==> config.mk <==
export PLATFORM = sky130hd
export DESIGN_NAME = arm_dmem_arbiter
export DESIGN_NICKNAME = d
export VERILOG_FILES = /design/src/rtl/arm_dmem_arbiter.sv
export SDC_FILE = /design/constraint.sdc
export NUM_CORES = 1
export LEC_CHECK = 0
export CAP_MARGIN = 0
export CORE_UTILIZATION = 38
export DETAILED_ROUTE_END_ITERATION = 7
export MAX_ROUTING_LAYER = met4
export PLACE_DENSITY = 0.84
export SKIP_LAST_GASP = 1
export SLEW_MARGIN = 15
export SYNTH_ARGS = -nofsm -noshare
export SYNTH_HDL_FRONTEND = slang
export SYNTH_SLANG_ARGS = --single-unit
export TNS_END_PERCENT = 100
==> constraint.sdc <==
create_clock -name CLK -period 2.2 [get_ports CLK]
set_input_delay 0.44 -clock CLK [delete_from_list [all_inputs] [get_ports CLK]]
set_output_delay 0.44 -clock CLK [all_outputs]
set_load 0.05 [all_outputs]
==> src/rtl/arm_dmem_arbiter.sv <==
// rtl/arm_dmem_arbiter.sv - CPU/debug arbiter for the single-port synchronous-read data memory
// CPU has default priority; a saturating wait counter forces the debug port through after MAX_WAIT denials.
module arm_dmem_arbiter #(
    parameter int AW       = 6,
    parameter int MAX_WAIT = 4
) (
    input  logic          CLK,
    input  logic          RESETn,
    input  logic          cpu_req,
    input  logic          cpu_we,
    input  logic [AW-1:0] cpu_addr,
    input  logic [31:0]   cpu_wdata,
    output logic [31:0]   cpu_rdata,
    output logic          cpu_rvalid,
    output logic          cpu_stall,
    input  logic          dbg_req,
    input  logic          dbg_we,
    input  logic [AW-1:0] dbg_addr,
    input  logic [31:0]   dbg_wdata,
    output logic          dbg_gnt,
    output logic          dbg_rvalid,
    output logic [31:0]   dbg_rdata,
    output logic          mem_en,
    output logic          mem_we,
    output logic [AW-1:0] mem_addr,
    output logic [31:0]   mem_wdata,
    input  logic [31:0]   mem_rdata
);

    typedef enum logic [1:0] {
        IDLE   = 2'd0,
        CPU_RD = 2'd1,
        DBG_RD = 2'd2
    } state_t;

    localparam logic [3:0] LP_MAX_WAIT = 4'(MAX_WAIT);

    state_t      r_state;
    state_t      w_next_state;
    logic [3:0]  r_wait_cnt;
    logic [3:0]  w_wait_next;
    logic [31:0] r_cpu_rdata;
    logic [31:0] r_dbg_rdata;
    logic        w_cpu_elig;
    logic        w_force;
    logic        w_dbg_win;
    logic        w_cpu_win;

    // Grants are suppressed while RESETn is low so nothing reaches the memory during reset.
    always_comb begin
        w_cpu_elig = cpu_req && (r_state != CPU_RD);
        w_force    = (r_wait_cnt == LP_MAX_WAIT);
        w_dbg_win  = RESETn && dbg_req && (w_force || !w_cpu_elig);
        w_cpu_win  = RESETn && w_cpu_elig && !w_dbg_win;
    end

    always_comb begin
        w_next_state = IDLE;
        w_wait_next  = r_wait_cnt;
        mem_en       = 1'b0;
        mem_we       = 1'b0;
        mem_addr     = '0;
        mem_wdata    = '0;
        if (w_dbg_win) begin
            mem_en    = 1'b1;
            mem_we    = dbg_we;
            mem_addr  = dbg_addr;
            mem_wdata = dbg_wdata;
            if (!dbg_we) begin
                w_next_state = DBG_RD;
            end
        end else if (w_cpu_win) begin
            mem_en    = 1'b1;
            mem_we    = cpu_we;
            mem_addr  = cpu_addr;
            mem_wdata = cpu_wdata;
            if (!cpu_we) begin
                w_next_state = CPU_RD;
            end
        end
        if (w_dbg_win || !dbg_req) begin
            w_wait_next = '0;
        end else if (r_wait_cnt != LP_MAX_WAIT) begin
            w_wait_next = r_wait_cnt + 4'd1;
        end
    end

    always_ff @(posedge CLK or negedge RESETn) begin
        if (!RESETn) begin
            r_state     <= IDLE;
            r_wait_cnt  <= '0;
            r_cpu_rdata <= '0;
            r_dbg_rdata <= '0;
        end else begin
            r_state    <= w_next_state;
            r_wait_cnt <= w_wait_next;
            if (r_state == CPU_RD) begin
                r_cpu_rdata <= mem_rdata;
            end
            if (r_state == DBG_RD) begin
                r_dbg_rdata <= mem_rdata;
            end
        end
    end

    // Return cycles pass memory data straight through; the registers hold it afterwards.
    always_comb begin
        cpu_rvalid = (r_state == CPU_RD);
        dbg_rvalid = (r_state == DBG_RD);
        cpu_rdata  = cpu_rvalid ? mem_rdata : r_cpu_rdata;
        dbg_rdata  = dbg_rvalid ? mem_rdata : r_dbg_rdata;
        dbg_gnt    = w_dbg_win;
        cpu_stall  = w_cpu_elig && (!w_cpu_win || !cpu_we);
    end

endmodule

==> flow_metrics.env <==
export IMPL_die_y_um=99.8
export IMPL_critPathKind="reg -> out"
export IMPL_min_path_type="in -> async"
export IMPL_grt_pass1_wl_mm=20.0
export IMPL_area_growth_pct=103
export IMPL_syn_cell_area_um2=3640
export IMPL_hold_violations=0
export IMPL_netlist_area_leader_share=0.482
export IMPL_placed_cell_area_um2=6450
export IMPL_fmax_mhz=420
export IMPL_first_pass_iters=4
export IMPL_cts_hold_buf=0
export IMPL_clock_skew_ns=0.00761
export IMPL_rows=35
export IMPL_reg2reg_depth=6
export IMPL_violations="negative setup slack"
export IMPL_n_antenna_cell=0
export IMPL_fin_cells=677
export IMPL_critPathMaxStageDelay_ns=0.36
export IMPL_htreeDepth=3
export IMPL_grt_ovfl_total=0
export IMPL_reg2reg_slack_ns=0.58
export IMPL_p_per_area_nw_per_um2=821
export IMPL_core_area_um2=9240
export IMPL_ys_flop_type="dfrtp_1"
export IMPL_synthCells=308
export IMPL_drive_above_1_share=0.485
export IMPL_ios=222
export IMPL_crit_fanout=8
export IMPL_dp_cells=647
export IMPL_cp_common_cell="buf_12"
export IMPL_tightestPinTransition_ns=0.437
export IMPL_yosysUniqueCellTypes=23
export IMPL_slew_headroom=0.707
export IMPL_routed_wl_mm=13.7
export IMPL_antenna_found_initial=0
export IMPL_drc=0
export IMPL_cts_reportedPaths_clkPinSlew_ns=0.07
export IMPL_ys_top_cells_by_area="dfrtp_1 48%, mux2_2 20%, mux2i_1 11%"
export IMPL_p_leak_nw=3.25
export IMPL_clk_latency_ns=0.34
export IMPL_cts_buffers_inserted=9
export IMPL_slew_viol_final=0
export IMPL_max_cap_violations=0
export IMPL_fp_dieW_um=99.8
export IMPL_routedWlPerCell_um=20.3
export IMPL_via_per_inst=5.18
export IMPL_synth_largest_area_cell="dfrtp_1"
export IMPL_grt_pass1_vias=3742
export IMPL_crit_path_start_kind="register"
export IMPL_slowest_stage="dfrtp_1"
export IMPL_start_util=0.394
export IMPL_synth_seq_cells=70
export IMPL_layout_min_cycle_time_ns=2.38
export IMPL_cts_buffer_depth=2
export IMPL_end_kind="primary output"
export IMPL_worst_slack_ns=-0.181
export IMPL_syn_avg_cell_area_um2=11.8
export IMPL_place_gp_congestion=0.821
export IMPL_grt_setup_unrepaired="true"
export IMPL_seq_area_frac_synth=0.482
export IMPL_synth_nets=424
export IMPL_dieArea_um2=9970
export IMPL_root_buffer="clkbuf_8"
export IMPL_dr_first_iter_drc_count=130
export IMPL_status="finished, violations left"
export IMPL_setup_viol=69
export IMPL_ir_worst_vdd_mv=0.985
export IMPL_arrival_ns=1.94
export IMPL_cts_tree="done"
export IMPL_cp_cell_sequence="inv_2, ha_4, nand3b_4, a31o_4, buf_12, mux2i_4, buf_12"
export IMPL_ant_nets=0
export IMPL_postLayoutCellArea_um2=7380
export IMPL_io_buffers=221
export IMPL_cp_required_ns=1.76
export IMPL_final_nets=660
export IMPL_grt_use_total=0.271
export IMPL_dpl_hpwl_mm=8.56
export IMPL_cts_sinks=70
export IMPL_ys_warn_count=0
export IMPL_synthArstFlopShare=1.00
export IMPL_vias=3508
export IMPL_synth_edf_count=0
export IMPL_fin_crit_sh=1.08
export IMPL_grt_max_degree=83
[worst max-delay path, delay by kind of cell, from the launching register on]
kind / cells / cell delay (ns)
AND/OR/NAND/NOR: 1 / 0.07
multiplexers: 1 / 0.28
flip-flops: 1 / 0.36
AO/OA/AOI/OAI: 1 / 0.29
buffers and inverters: 3 / 0.42
adder cells (fa/ha/maj): 1 / 0.16
[worst paths after layout]
kind,startpoint,endpoint
max,r_wait_cnt[1]$_DFFE_PN0P_,mem_wdata[16]
max reg2reg,r_state[1]$_DFF_PN0_,r_wait_cnt[2]$_DFFE_PN0P_
max in group asynchronous,RESETn,r_cpu_rdata[6]$_DFF_PN0_
min in group CLK,r_dbg_rdata[29]$_DFF_PN0_,r_dbg_rdata[29]$_DFF_PN0_
min reg2reg,r_dbg_rdata[29]$_DFF_PN0_,r_dbg_rdata[29]$_DFF_PN0_
min,RESETn,r_dbg_rdata[23]$_DFF_PN0_
[state kept, by name (all words and copies together), names as in the netlist]
name and flops:
r_wait_cnt 4, r_dbg_rdata 32, r_state 2, r_cpu_rdata 32
[power breakdown]
group,switching (mW),total (mW),internal (mW)
sequential,0.0869,1.67,1.59
clock,0.475,1.14,0.667
combinational,1.96,3.24,1.27
total,2.53,6.05,3.53
[final cells by class]
cell class | instances | area, um2
Clock buffer | 10 | 138
Fill cell | 461 | 1860
Multi-Input combinational cell | 166 | 2060
Timing Repair Buffer | 252 | 3020
Tap cell | 129 | 161
Sequential cell | 70 | 1750
Inverter | 45 | 169
Clock inverter | 5 | 82.6
[cell usage after synthesis (4+ instances only)]
master    instances
buf_12            4
buf_2             9
clkbuf_1         13
dfrtp_1          70
inv_1            45
mux2_2           64
mux2i_1          41
nand4_1          39
nor3_1            4
[cells by family after synthesis]
group,after synthesis,synth area share
xor+xnor,2,0.00482
compound gates,4,0.00826
fa+ha+maj,2,0.00688
mux,105,0.311
buf+inv,72,0.0974
flops,70,0.482
simple gates,53,0.0901
[through the flow]
step / TNS, ns / hold slack, ns / setup WS, ns / utilization / power [mW]
finish: -6.55 / 0.147 / -0.181 / 0.798 / 6.05
global route: -12.13 / 0.142 / -0.263 / 0.798 / 6.25
CTS: -8.14 / 0.124 / -0.204 / 0.770 / 5.93
detailed placement: -4.00 / 0.482 / -0.146 / 0.698 / 4.65
global placement: -3.24 / 0.480 / -0.109 / 0.698 / 4.59
floorplan: -4.31 / 0.144 / -0.111 / - / 3.57
[routing by layer]
metal / share of wire / GRT usage
met4: 0.020 / 0.0871
met3: 0.095 / 0.0766
met1: 0.36 / 0.299
met2: 0.53 / 0.473
met5: 0 / -
[placed cells by master (no fill, tap or decap), types with 2 or more instances in the layout]
| cell type | netlist | final |
|---|---|---|
| buf_12 | 4 | 49 |
| buf_16 | 0 | 2 |
| buf_4 | 0 | 55 |
| buf_6 | 1 | 27 |
| buf_8 | 0 | 3 |
| bufinv_16 | 0 | 2 |
| clkbuf_16 | 0 | 4 |
| clkbuf_8 | 0 | 10 |
| clkdlybuf4s50_1 | 0 | 111 |
| dfrtp_1 | 70 | 70 |
| inv_1 | 45 | 43 |
| inv_2 | 0 | 2 |
| mux2_2 | 64 | 63 |
| mux2i_1 | 41 | 2 |
| mux2i_4 | 0 | 38 |
| nand2_1 | 2 | 2 |
| nand3_1 | 2 | 2 |
| nand4_1 | 39 | 39 |
| nor2_1 | 2 | 2 |
| nor3_1 | 4 | 4 |
| xnor2_1 | 2 | 2 |
[timing repair]
action                                  CTS  global route
pin swaps                                 4             2
setup buffers                             2             7
endpoints found under the setup margin   42            88
cloned                                    3             5
resized for setup                        48            34
(Power assumes the default switching activity.)
